<file path="src/rtl/password_candidate_gen.sv">
// Brute-force candidate generator: odometer over the 36-symbol alphabet 0-9,A-Z
// with the leftmost character limited to a programmable index range.
module password_candidate_gen #(
    parameter int NCHARS = 4,
    parameter int CNT_W  = 24
) (
    input  logic                clk,
    input  logic                rst,
    input  logic                start,
    input  logic [5:0]          from,
    input  logic [5:0]          to,
    input  logic                stop,
    output logic                cand_valid,
    input  logic                cand_ready,
    output logic [8*NCHARS-1:0] candidate,
    output logic [CNT_W-1:0]    cand_count,
    output logic                busy,
    output logic                done,
    output logic                exhausted,
    output logic                range_err
);

    localparam logic [1:0] ST_IDLE  = 2'd0;
    localparam logic [1:0] ST_RUN   = 2'd1;
    localparam logic [1:0] ST_FIN   = 2'd2;
    localparam logic [5:0] LAST_IDX = 6'd35;

    function automatic logic [7:0] ascii_of(input logic [5:0] idx);
        logic [7:0] c;
        if (idx < 6'd10) begin
            c = 8'h30 + {2'b00, idx};
        end else begin
            c = 8'h37 + {2'b00, idx};
        end
        return c;
    endfunction

    // Digit 0 (leftmost) lands in the top byte, matching string-literal packing.
    function automatic logic [8*NCHARS-1:0] decode(input logic [NCHARS-1:0][5:0] d);
        logic [8*NCHARS-1:0] s;
        s = '0;
        for (int i = 0; i < NCHARS; i++) begin
            s[8*(NCHARS-1-i) +: 8] = ascii_of(d[i]);
        end
        return s;
    endfunction

    logic [1:0]              state_r, state_nx_s;
    logic [NCHARS-1:0][5:0]  digits_r, digits_nx_s, digits_inc_s;
    logic [5:0]              to_r, to_nx_s;
    logic                    cand_valid_r, cand_valid_nx_s;
    logic                    busy_r, busy_nx_s;
    logic                    done_r, done_nx_s;
    logic                    exhausted_r, exhausted_nx_s;
    logic                    range_err_r, range_err_nx_s;
    logic [CNT_W-1:0]        cand_count_r, cand_count_nx_s;
    logic [8*NCHARS-1:0]     candidate_r;
    logic                    last_s;
    logic                    xfer_s;
    logic                    range_ok_s;

    assign xfer_s     = cand_valid_r & cand_ready;
    assign range_ok_s = (from <= to) && (to <= LAST_IDX);

    // Odometer increment (rightmost digit first) and last-candidate detection.
    always_comb begin
        logic carry_s;
        digits_inc_s = digits_r;
        carry_s      = 1'b1;
        for (int i = NCHARS - 1; i >= 0; i--) begin
            if (carry_s) begin
                if (digits_r[i] == LAST_IDX) begin
                    digits_inc_s[i] = 6'd0;
                end else begin
                    digits_inc_s[i] = digits_r[i] + 6'd1;
                    carry_s         = 1'b0;
                end
            end else begin
                digits_inc_s[i] = digits_r[i];
            end
        end
        last_s = (digits_r[0] == to_r);
        for (int i = 1; i < NCHARS; i++) begin
            last_s = last_s & (digits_r[i] == LAST_IDX);
        end
    end

    // Sweep control: next values for every registered output.
    always_comb begin
        state_nx_s      = state_r;
        digits_nx_s     = digits_r;
        to_nx_s         = to_r;
        cand_valid_nx_s = cand_valid_r;
        busy_nx_s       = busy_r;
        done_nx_s       = 1'b0;
        exhausted_nx_s  = exhausted_r;
        range_err_nx_s  = range_err_r;
        cand_count_nx_s = cand_count_r;
        case (state_r)
            ST_IDLE: begin
                if (start) begin
                    cand_count_nx_s = '0;
                    exhausted_nx_s  = 1'b0;
                    if (range_ok_s) begin
                        to_nx_s         = to;
                        digits_nx_s     = '0;
                        digits_nx_s[0]  = from;
                        range_err_nx_s  = 1'b0;
                        cand_valid_nx_s = 1'b1;
                        busy_nx_s       = 1'b1;
                        state_nx_s      = ST_RUN;
                    end else begin
                        range_err_nx_s  = 1'b1;
                        done_nx_s       = 1'b1;
                        state_nx_s      = ST_FIN;
                    end
                end else begin
                    state_nx_s = ST_IDLE;
                end
            end
            ST_RUN: begin
                if (xfer_s) begin
                    cand_count_nx_s = (cand_count_r == {CNT_W{1'b1}}) ? cand_count_r
                                                                      : cand_count_r + 1'b1;
                end else begin
                    cand_count_nx_s = cand_count_r;
                end
                // A transfer in the same cycle as stop still counts before finishing.
                if (xfer_s && last_s) begin
                    exhausted_nx_s  = 1'b1;
                    cand_valid_nx_s = 1'b0;
                    busy_nx_s       = 1'b0;
                    done_nx_s       = 1'b1;
                    state_nx_s      = ST_FIN;
                end else if (stop) begin
                    digits_nx_s     = xfer_s ? digits_inc_s : digits_r;
                    cand_valid_nx_s = 1'b0;
                    busy_nx_s       = 1'b0;
                    done_nx_s       = 1'b1;
                    state_nx_s      = ST_FIN;
                end else begin
                    digits_nx_s = xfer_s ? digits_inc_s : digits_r;
                    state_nx_s  = ST_RUN;
                end
            end
            ST_FIN: begin
                cand_valid_nx_s = 1'b0;
                busy_nx_s       = 1'b0;
                state_nx_s      = ST_IDLE;
            end
            default: begin
                cand_valid_nx_s = 1'b0;
                busy_nx_s       = 1'b0;
                state_nx_s      = ST_IDLE;
            end
        endcase
    end

    // State and output registers with synchronous active-low reset.
    always_ff @(posedge clk) begin
        if (!rst) begin
            state_r      <= ST_IDLE;
            digits_r     <= '0;
            to_r         <= 6'd0;
            cand_valid_r <= 1'b0;
            busy_r       <= 1'b0;
            done_r       <= 1'b0;
            exhausted_r  <= 1'b0;
            range_err_r  <= 1'b0;
            cand_count_r <= '0;
            candidate_r  <= '0;
        end else begin
            state_r      <= state_nx_s;
            digits_r     <= digits_nx_s;
            to_r         <= to_nx_s;
            cand_valid_r <= cand_valid_nx_s;
            busy_r       <= busy_nx_s;
            done_r       <= done_nx_s;
            exhausted_r  <= exhausted_nx_s;
            range_err_r  <= range_err_nx_s;
            cand_count_r <= cand_count_nx_s;
            if (state_nx_s == ST_RUN) begin
                candidate_r <= decode(digits_nx_s);
            end else begin
                candidate_r <= candidate_r;
            end
        end
    end

    assign cand_valid = cand_valid_r;
    assign candidate  = candidate_r;
    assign cand_count = cand_count_r;
    assign busy       = busy_r;
    assign done       = done_r;
    assign exhausted  = exhausted_r;
    assign range_err  = range_err_r;

endmodule

</file>
<file path="config.mk">
export PLATFORM = sky130hd
export DESIGN_NAME = password_candidate_gen
export DESIGN_NICKNAME = d
export VERILOG_FILES = /design/src/rtl/password_candidate_gen.sv
export SDC_FILE = /design/constraint.sdc
export NUM_CORES = 1
export LEC_CHECK = 0
export CORE_ASPECT_RATIO = 0.9
export CORE_MARGIN = 5
export CORE_UTILIZATION = 25
export CTS_BUF_LIST = sky130_fd_sc_hd__clkbuf_4
export CTS_CLUSTER_SIZE = 40
export DETAILED_ROUTE_END_ITERATION = 16
export PLACE_DENSITY = 0.41
export RECOVER_POWER = 50
export SYNTH_ARGS = -nofsm -noshare
export SYNTH_HDL_FRONTEND = slang
export SYNTH_SLANG_ARGS = --single-unit
</file>
<file path="constraint.sdc">
create_clock -name clk -period 10.4 [get_ports clk]
set_clock_uncertainty 0.15 [all_clocks]
set_input_delay 2.08 -clock clk [delete_from_list [all_inputs] [get_ports clk]]
set_output_delay 2.08 -clock clk [all_outputs]
set_load 0.02 [all_outputs]
</file>
; After elaboration in Yosys (flattened, before gate mapping)
; Cells that the tools add are included.
[totals]
ff_bits = 92
in_bits = 17
wordCells = 101
[classes]
addsub = 13
n_lt_le_gt_ge = 6
eq_ne = 14
mux = 43
n_bitwise = 4
n_reduce_logical = 9
[op_table]
columns = operator, n
row1 = $mux W24, 7
row2 = $pmux W24 S2, 2
row3 = $add A6 B6 Y7 const A, 8
row4 = $mux W6, 7
row5 = $mux W7, 4
row6 = $add A24 B1 Y24 const B, 1
row7 = $add A6 B1 Y6 const B, 4
row8 = $eq A24 B24 Y1 const B, 1
row9 = $eq A6 B6 Y1 const B, 4
row10 = $lt A6 B4 Y1 const B, 4
row11 = $mux W1, 15
row12 = $ne A2 B2 Y1 const B, 5
row13 = $reduce_and A3 Y1, 3
row14 = $mux W2, 4
row15 = $eq A6 B6 Y1, 1
row16 = $le A6 B6 Y1, 1
row17 = $le A6 B6 Y1 const B, 1
row18 = $pmux W1 S2, 3
row19 = $and A1 B1 Y1, 4
row20 = $eq A2 B1 Y1 const B, 2
row21 = $pmux W2 S2, 1
row22 = $reduce_and A4 Y1, 1
row23 = $ne A3 B3 Y1 const B, 1
row24 = $logic_and A1 B1 Y1, 2
row25 = 3 further kinds, 3

; Longest topological paths before layout
; Gate-level depths: netlist of the first run.
[logic_depth]
word_depth = 10
mapped_depth = 17

; Worst setup path before layout of the first run
; No wires, ideal clock.
[synth_path]
path_type = input to register
startpoint = input to[5]
endpoint = register candidate_r[5] (netlist: candidate[5])
arrival_time_ns = 5.108
path_slack_ns = 5.077
path_stages = 16
n_path_buf = 0
cell_sequence = inv_1 > ha_1 > and4_1 > o21a_1 > o31ai_2 > a21oi_1 > or2_1 > a22o_1 > inv_1 > ha_1 > inv_1 > a211o_1 > and2_1 > a31o_1 > o311a_1 > nor2_1
[synth_via]
elab_chain_len = 7
[synth_lines]
columns = item, line
row1 = start: declaration, 11  ; input logic [5:0] to,
row2 = $le A6 B6 Y1, 63  ; assign range_ok_s = (from <= to) && (to <= LAST_IDX);
row3 = $logic_and A1 B1 Y1 *, 63
row4 = $mux W24, 104  ; if (range_ok_s) begin
row5 = $mux W24, 101  ; if (start) begin
row6 = $pmux W24 S2, 99  ; case (state_r)
row7 = $add A6 B6 Y7 (tied with other cells), 33  ; c = 8'h37 + {2'b00, idx};
row8 = $mux W7, 30  ; if (idx < 6'd10) begin
row9 = end signal: assignment, 183  ; candidate_r <= decode(digits_nx_s);
row10 = end signal: assignment, 185  ; candidate_r <= candidate_r;
row11 = end: declaration, 57  ; logic [8*NCHARS-1:0] candidate_r;
; Every way passes the cells marked *; elsewhere a longest branch is shown, timed or not.
; A chain may end at the register's enable or synchronous reset.

; Final worst setup path of the first run
; Ends and elaborated chain as after synthesis.

==> reports/qor.txt, run 1 <==
STATUS
----------------------------------------------------------------------------------
Status                                                                finished clean

MIN PATH
----------------------------------------------------------------------------------
WHS Endpoint                                                          candidate[27]
Type of the worst min-delay path                                           reg2reg
Hold Startpoint                                                       candidate[27]
Hold Path Depth                                                                  2

FINISH
----------------------------------------------------------------------------------
Register cell area after layout                                        0.00176 mm2
Final-layout fill cell count                                                  2142
Antenna diode count                                                              0
Area Growth Syn to Fin                                                       21.3%
Share of final-layout standard cells stronger than drive strength 1          7.07%
Area occupied by multi-input gates                                     0.00319 mm2
Fin nets                                                                       742

TIMING
----------------------------------------------------------------------------------
Count of final setup violators                                                   0
Highest achievable clock rate                                              164 MHz
Total negative slack for setup checks                                         0 ps
Worst Max-Slew Pin Slew                                                    1210 ps
Setup repair after global routing missed its margin                             no
Slew headroom                                                                19.2%
Period minus WS final                                                      6100 ps
Max-slew violation count                                                         0
Fraction of the cycle the final worst path needs                             58.6%
Count of final hold-check violations                                             0
Setup slack after layout                                                   4300 ps

GLOBAL ROUTE
----------------------------------------------------------------------------------
Global-route wire length before repair                                    26200 um
GR Util All Layers                                                           13.7%
Overall overflow remaining after global route                                    0
Antenna violations before repair                                                 0
Pin count of the biggest net entering global routing                            38
Number of global-route vias before repair                                     4664

SYNTHESIS
----------------------------------------------------------------------------------
Mean cell area of the mapped netlist                                      8.09 um2
Post-synthesis adder-cell area fraction                                      5.57%
Combined area of all synthesized cells                                 0.00516 mm2
Async set-or-reset flop fraction in the synthesized netlist                     0%
Synth warnings                                                                   0
Yosys cell types                                                                82
Share of the synthesized area in compound gates (AO/OA/AOI/OAI)              20.2%
Combinational family with the most area after synthesis               simple AND/OR/NAND/NOR gates
Main synth FF type                                                    sky130_fd_sc_hd__dfxtp_1
Number of synthesized register bits                                             88
Fraction of the yosys area taken by sequential cells                         34.1%
Post-Synth XOR/XNOR Area                                                     7.29%
Multiplexer share of the synthesized area                                   0.872%
Cells after Synth                                                              638
Number of enable flip-flop cells after synthesis                                 0
Simple-gate portion of the synthesized area                                  27.6%

ROUTING
----------------------------------------------------------------------------------
Routed len/inst                                                            16.8 um
Average via count per standard cell                                           4.99
Initial DRT Pass Iterations                                                      7
Number of vias in the routed layout                                           4805
Routed met1 length                                                         8680 um
Post-Route WL                                                             16100 um
Number of nets with antenna violations after detailed routing                    0
DRC viols                                                                        0
Top routing layer used                                                        met4
Detailed Route Iter0 Violations                                                258
Met2 routed wirelength                                                     6570 um
DR WL met3                                                                  780 um

CTS
----------------------------------------------------------------------------------
Clock-pin slew on the worst setup and hold paths                            160 ps
CTS-repair resized insts                                                         0
Maximum count of clock buffers along a single path                               2
Buffer cell driving the clock tree root                               sky130_fd_sc_hd__clkbuf_4
CTS hold repair buffers                                                          0
Total number of H-tree levels                                                    3
Buffer count from post-CTS setup fixing                                          0
Clock sink count                                                                88
CTS tree                                                                       yes
Clock insertion delay at the later pin of the skew report                   470 ps
TritonCTS buffer count                                                           9

FLOORPLANNING
----------------------------------------------------------------------------------
Area of the die                                                         0.0236 mm2
Number of top-level pins                                                        78
Row cnt                                                                         49
Die Span Y                                                                  146 um
Die width                                                                   161 um
Core ar.                                                                0.0202 mm2
Effective utilization at floorplan                                           25.6%

WORST SETUP PATH
----------------------------------------------------------------------------------
Worst Path Buf+Inv                                                               3
List of cells traversed by the critical path                          clkdlybuf4s50_1, inv_1, ha_1, and4_1, o21a_1, o31ai_2, a21oi_1, a211o_1, o22ai_1, ha_1, inv_1, a211o_1, and2_1, a31o_1, o311a_1, nor2_1
Largest fanout of any net on the critical path                                   6
Family with the most delay on the worst path                          compound AO/OA/AOI/OAI gates
Crit path DAT                                                              6350 ps
Reg-to-Reg Start                                                      digits_r[12]
Critical Setup Path Class                                                   in2reg
R2R setup slack                                                            5950 ps
Critical Path Max Stage Delay                                               510 ps
Worst reg2reg endpoint                                                candidate[28]
Standard cell with the maximum stage delay on the critical path       sky130_fd_sc_hd__clkdlybuf4s50_1
Kind of capture point of the worst setup path                            flip-flop
Type of element launching the critical path                             input port
Endpoint required time on the critical path                               10650 ps
Worst Setup SP                                                               to[5]
Count of cells along the worst register-to-register path                        13

POWER AND IR DROP
----------------------------------------------------------------------------------
PwrDens                                                                 115 mW/mm2
Cell leakage power                                                         2.52 nW
Peak supply drop                                                       0.0000523 V

PLACED DESIGN
----------------------------------------------------------------------------------
Post-DP HPWL                                                              11900 um
Final GP Congestion                                                          0.822
Port Buf Inserts                                                                73
Worst setup slack before clock tree synthesis                              3860 ps

RUN
----------------------------------------------------------------------------------
Max-cap violations                                                               0

==> cells in the mapped netlist (3+ instances only) <==
library cell / number / share of area (%)
sky130_fd_sc_hd__a31oi_1: 6 / 0.73
sky130_fd_sc_hd__xnor2_1: 15 / 2.5
sky130_fd_sc_hd__o21a_1: 6 / 0.87
sky130_fd_sc_hd__nand2b_1: 3 / 0.36
sky130_fd_sc_hd__a32o_1: 3 / 0.58
sky130_fd_sc_hd__buf_4: 6 / 0.87
sky130_fd_sc_hd__nor4_1: 7 / 0.85
sky130_fd_sc_hd__clkbuf_1: 19 / 1.4
sky130_fd_sc_hd__and3_1: 16 / 1.9
sky130_fd_sc_hd__a211oi_1: 6 / 0.87
sky130_fd_sc_hd__o211ai_1: 6 / 0.87
sky130_fd_sc_hd__o21ai_1: 3 / 0.29
sky130_fd_sc_hd__ha_1: 23 / 5.6
sky130_fd_sc_hd__a311oi_1: 4 / 0.68
sky130_fd_sc_hd__dfxtp_1: 88 / 34
sky130_fd_sc_hd__nor2_1: 85 / 6.2
sky130_fd_sc_hd__a211o_1: 3 / 0.51
sky130_fd_sc_hd__o31ai_1: 7 / 1.0
sky130_fd_sc_hd__nand4_1: 11 / 1.3
sky130_fd_sc_hd__inv_1: 27 / 2.0
sky130_fd_sc_hd__a21oi_1: 32 / 3.1
sky130_fd_sc_hd__nor2b_1: 8 / 0.97
sky130_fd_sc_hd__and2_1: 7 / 0.85
sky130_fd_sc_hd__o21ai_0: 29 / 2.8
sky130_fd_sc_hd__and4_1: 5 / 0.85
sky130_fd_sc_hd__nand2_1: 61 / 4.4
sky130_fd_sc_hd__nand3_1: 31 / 3.0
sky130_fd_sc_hd__nor3b_1: 4 / 0.58
sky130_fd_sc_hd__or2_2: 5 / 0.61
sky130_fd_sc_hd__a31o_2: 3 / 0.51
sky130_fd_sc_hd__xor2_1: 28 / 4.7
sky130_fd_sc_hd__nor3_1: 18 / 1.7
==> through the flow <==
step | instances | util, % | total power, mW | area [um2] | hold slack (ps)
finish | 962 | 31.1 | 0.722 | 6260 | 323
global route | 962 | 31.1 | 0.766 | 6260 | 353
CTS | 962 | 31.1 | 0.740 | 6270 | 335
detailed placement | 946 | 30.4 | 0.526 | 6130 | 314
global placement | 946 | 30.4 | 0.528 | 6130 | 316
floorplan | 641 | - | 0.468 | 5170 | 298
==> worst max path at each step <==
| stage | end | cells after the start |
|---|---|---|
| final | candidate[5] | 16 |
| after global routing | candidate[5] | 16 |
| after CTS | candidate[5] | 16 |
| after detailed placement | candidate[5] | 16 |
| after global placement | candidate[5] | 17 |
| after floorplan | candidate[5] | 16 |
==> sequential cells by signal, summed over array words and instances (netlist names) <==
register    flops
busy            1
state_r         2
range_err       1
exhausted       1
to_r            6
cand_count     24
done            1
digits_r       24
candidate      28
==> placed cells by master, fill, tap and decap left out, types with 6 or more instances in the layout <==
| master | n |
|---|---|
| sky130_fd_sc_hd__o21a_1 | 6 |
| sky130_fd_sc_hd__nor4_1 | 7 |
| sky130_fd_sc_hd__o211ai_1 | 6 |
| sky130_fd_sc_hd__xor2_1 | 28 |
| sky130_fd_sc_hd__and2_1 | 7 |
| sky130_fd_sc_hd__a211oi_1 | 6 |
| sky130_fd_sc_hd__and3_1 | 16 |
| sky130_fd_sc_hd__dlygate4sd3_1 | 58 |
| sky130_fd_sc_hd__clkdlybuf4s50_1 | 15 |
| sky130_fd_sc_hd__o31ai_1 | 7 |
| sky130_fd_sc_hd__nand3_1 | 31 |
| sky130_fd_sc_hd__a31oi_1 | 6 |
| sky130_fd_sc_hd__nand4_1 | 11 |
| sky130_fd_sc_hd__ha_1 | 23 |
| sky130_fd_sc_hd__xnor2_1 | 15 |
| sky130_fd_sc_hd__nor2b_1 | 8 |
| sky130_fd_sc_hd__nor3_1 | 18 |
| sky130_fd_sc_hd__nand2_1 | 61 |
| sky130_fd_sc_hd__dfxtp_1 | 88 |
| sky130_fd_sc_hd__nor2_1 | 85 |
| sky130_fd_sc_hd__o21ai_0 | 29 |
| sky130_fd_sc_hd__inv_1 | 27 |
| sky130_fd_sc_hd__clkbuf_4 | 10 |
| sky130_fd_sc_hd__a21oi_1 | 32 |
==> worst min-delay path, stage by stage, from the launching register on <==
cell and delay, ps:
sky130_fd_sc_hd__dfxtp_1 340, sky130_fd_sc_hd__nand3_1 50, sky130_fd_sc_hd__o21ai_1 50
==> per-layer routing <==
metal | up-vias | GRT usage (%)
met5 | - | 0
met4 | 0 | 2.43
met3 | 11 | 3.04
met2 | 115 | 19.9
met1 | 2250 | 21.0
li1 | 2429 | -
==> power breakdown <==
part / switching, mW / internal, mW
Clock: 0.131 / 0.0773
Combinational: 0.0942 / 0.0561
Sequential: 0.0116 / 0.352
Total: 0.237 / 0.485
==> cells by family after synthesis <==
group,after synthesis
and+or+nand+nor,280
AOI/OAI and AO/OA,146
DFF,88
buffers and inverters,53
xor gates and xnor gates,43
adders and majority gates,23
muxes,4
other,1
==> area by class of cell <==
cell class                 instances  area share (%)
clock buffer                      10            1.20
multi-input combinational        500            50.9
clock inverter                     6            1.08
sequential                        88            28.1
inverter                          27            1.62
timing repair buffer              76            12.0
tap                              255            5.09
No activity file was read; power rests on OpenSTA's default activity.
==> run 2, diff against run 1 <==
==> constraint.sdc (replaced) <==
create_clock -name clk -period 5.7 [get_ports clk]
set_clock_uncertainty 0.15 [all_clocks]
set_input_delay 1.14 -clock clk [delete_from_list [all_inputs] [get_ports clk]]
set_output_delay 1.14 -clock clk [all_outputs]
set_load 0.02 [all_outputs]
==> run 2 against run 1 <==
  * Combinational power is 91% higher
  * Clock-buffer cell count is 1 lower
  * First-iteration DRC count is 14% higher
  * Worst hold slack better by 9.7 ps
  * Routed wire length is 0.18% higher
  * Global-route usage is 0.20 points lower
  * Register-to-register slack worse by 4200 ps
  * Critical path type unchanged
==> reports/qor.txt, run 2 (synthesis results as in run 1) <==
MIN PATH
----------------------------------------------------------------------------------
WHS Endpoint                                                          candidate[27]
Hold Path Depth                                                                  2   unchanged
Hold Startpoint                                                       candidate[27]
Type of the worst min-delay path                                           reg2reg

CTS
----------------------------------------------------------------------------------
CTS hold repair buffers                                                          0   unchanged
Buffer cell driving the clock tree root                               sky130_fd_sc_hd__clkbuf_4
Clock sink count                                                                88   unchanged
TritonCTS buffer count                                                           9   unchanged
CTS tree                                                                       yes
Clock insertion delay at the later pin of the skew report                   480 ps   about the same
Buffer count from post-CTS setup fixing                                          0   unchanged
CTS-repair resized insts                                                         0   unchanged
Maximum count of clock buffers along a single path                               2   unchanged
Clock-pin slew on the worst setup and hold paths                            160 ps   about the same
Total number of H-tree levels                                                    3   unchanged

FINISH
----------------------------------------------------------------------------------
Antenna diode count                                                              0   unchanged
Fin nets                                                                       759   +2.3%
Commonest cells after routing, fill and taps aside                    sky130_fd_sc_hd__dfxtp_1, sky130_fd_sc_hd__nor2_1, sky130_fd_sc_hd__nand2_1
Fraction of the core area covered by cells at the end of the flow            31.7%   +0.63 points
Final-layout fill cell count                                                  2159   +0.79%
Most common library cell in the layout ignoring fill and taps         sky130_fd_sc_hd__dfxtp_1
Flip-flop count of the largest register, all copies and words added             28   unchanged
Share of final-layout standard cells stronger than drive strength 1          9.12%   +2.0 points
Area Growth Syn to Fin                                                       23.8%

ROUTING
----------------------------------------------------------------------------------
DRC viols                                                                        0   unchanged
Number of vias in the routed layout                                           4916   +2.3%
Detailed Route Iter0 Violations                                                295   +14%
Initial DRT Pass Iterations                                                      4   -3
Average via count per standard cell                                           5.02   +0.53%
Number of nets with antenna violations after detailed routing                    0   unchanged
Post-Route WL                                                             16200 um   +0.18%
Routed len/inst                                                            16.5 um   -1.6%

TIMING
----------------------------------------------------------------------------------
Total negative slack for setup checks                                         0 ps   unchanged
Fraction of the cycle the final worst path needs                             83.2%
Slew headroom                                                                34.5%   +15 points
Setup repair after global routing missed its margin                             no
Max-slew violation count                                                         0   unchanged
Highest achievable clock rate                                              211 MHz
Setup slack after layout                                                    958 ps   -3340 ps
Period minus WS final                                                      4740 ps
Worst Max-Slew Pin Slew                                                     974 ps   -237 ps
Count of final setup violators                                                   0   unchanged
Count of final hold-check violations                                             0   unchanged
Worst hold margin                                                           332 ps   +9.69 ps

FLOORPLANNING
----------------------------------------------------------------------------------
Number of top-level pins                                                        78   unchanged
Effective utilization at floorplan                                           25.6%   unchanged
Row cnt                                                                         49   unchanged
Die Span Y                                                                  146 um   unchanged
Core ar.                                                                0.0202 mm2   unchanged
Area of the die                                                         0.0236 mm2   unchanged
Die width                                                                   161 um   unchanged

RUN
----------------------------------------------------------------------------------
Max-cap violations                                                               0   unchanged

WORST SETUP PATH
----------------------------------------------------------------------------------
Standard cell with the maximum stage delay on the critical path       sky130_fd_sc_hd__dlygate4sd3_1
Endpoint required time on the critical path                                5970 ps   -4680 ps
Count of cells along the worst register-to-register path                        12   -1
Family with the most delay on the worst path                          compound AO/OA/AOI/OAI gates
Worst Path Buf+Inv                                                               4   +1
Type of element launching the critical path                             input port
List of cells traversed by the critical path                          dlygate4sd3_1, inv_1, ha_1, and4_1, o21a_1, o31ai_2, a21oi_1, or2_1, a22o_1, inv_1, ha_1, inv_1, a211o_1, and2_1, a31o_1, o311a_1, nor2_1
Largest fanout of any net on the critical path                                   5   -1
Kind of capture point of the worst setup path                            flip-flop
Crit path DAT                                                              5010 ps   -1340 ps
Critical Setup Path Class                                                   in2reg
Critical Path Max Stage Delay                                               590 ps   +80 ps
Reg-to-Reg Start                                                       digits_r[6]
R2R setup slack                                                            1720 ps   -4230 ps
Worst reg2reg endpoint                                                candidate[10]
Cell mode on critical path                                            sky130_fd_sc_hd__inv_1

GLOBAL ROUTE
----------------------------------------------------------------------------------
Number of global-route vias before repair                                     4796   +2.8%
Pin count of the biggest net entering global routing                            37   -2.6%
Overall overflow remaining after global route                                    0   unchanged
Antenna violations before repair                                                 0   unchanged
GR Util All Layers                                                           13.5%   -0.20 points
Global-route wire length before repair                                    25900 um   -1.1%

PLACED DESIGN
----------------------------------------------------------------------------------
Worst setup slack before clock tree synthesis                               541 ps   -3320 ps
Port Buf Inserts                                                                73   unchanged
Post-DP HPWL                                                              12100 um   +1.4%
Final GP Congestion                                                          0.850   +3.4%

POWER AND IR DROP
----------------------------------------------------------------------------------
Cell leakage power                                                         2.60 nW   +3.1%
Peak supply drop                                                        0.000119 V   +130%
Final Total Pwr                                                            1.34 mW   +86%
PwrDens                                                                 210 mW/mm2   +82%

STATUS
----------------------------------------------------------------------------------
Status                                                                finished clean

## run 2: cell types whose count changed in the layout (fill, tap and decap cells not counted), sizes merged
cell,previous run,this run
clkinvlp,2,1
inv,29,30
dlygate4sd3,58,60
clkinv,1,2
clkdlybuf4s50,15,13
buf,2,18
## run 2: cell type report
class	instances	area (um2)	area share (%)
clock inverter	7	77.6	1.21
multi-input combinational	500	3190	49.9
sequential	88	1760	27.6
tap	255	319	4.99
timing repair buffer	93	873	13.7
inverter	27	101	1.59
clock buffer	9	67.6	1.06
## run 2: tightest hold or removal path: cells and delay by family, from the launching register on
family             cells  cell delay (ps)
and+or+nand+nor        1               60
AOI/OAI and AO/OA      1               60
DFF                    1              340
## run 2: stage by stage
step,instances,instance area [um2]
2_1_floorplan,641,5170
3_3_place_gp,963,6250
3_5_place_dp,963,6250
4_1_cts,979,6400
5_1_grt,979,6390
6_report,979,6390
## run 2: how the worst max path moves through the flow
| stage | startpoint | to | cells after the start |
|---|---|---|---|
| after floorplan | to[5] | candidate[5] | 16 |
| after global placement | to[5] | candidate[5] | 17 |
| after detailed placement | to[5] | candidate[5] | 17 |
| after CTS | to[5] | candidate[5] | 17 |
| after global routing | to[5] | candidate[5] | 17 |
| final | to[5] | candidate[5] | 17 |
## run 2: where the power goes
part           internal [mW]  switching, mW  leakage, nW
logic                  0.112          0.175         1.81
registers              0.642         0.0219        0.714
clock network          0.138          0.251       0.0773
## run 2: metal layers
metal / global-route usage, % / wire length (um) / up-vias
li1: - / - / 2456
met1: 19.7 / 8370 / 2332
met2: 19.7 / 6660 / 107
met3: 3.61 / 844 / 21
met4: 3.71 / 279 / 0
met5: 0 / 0 / -
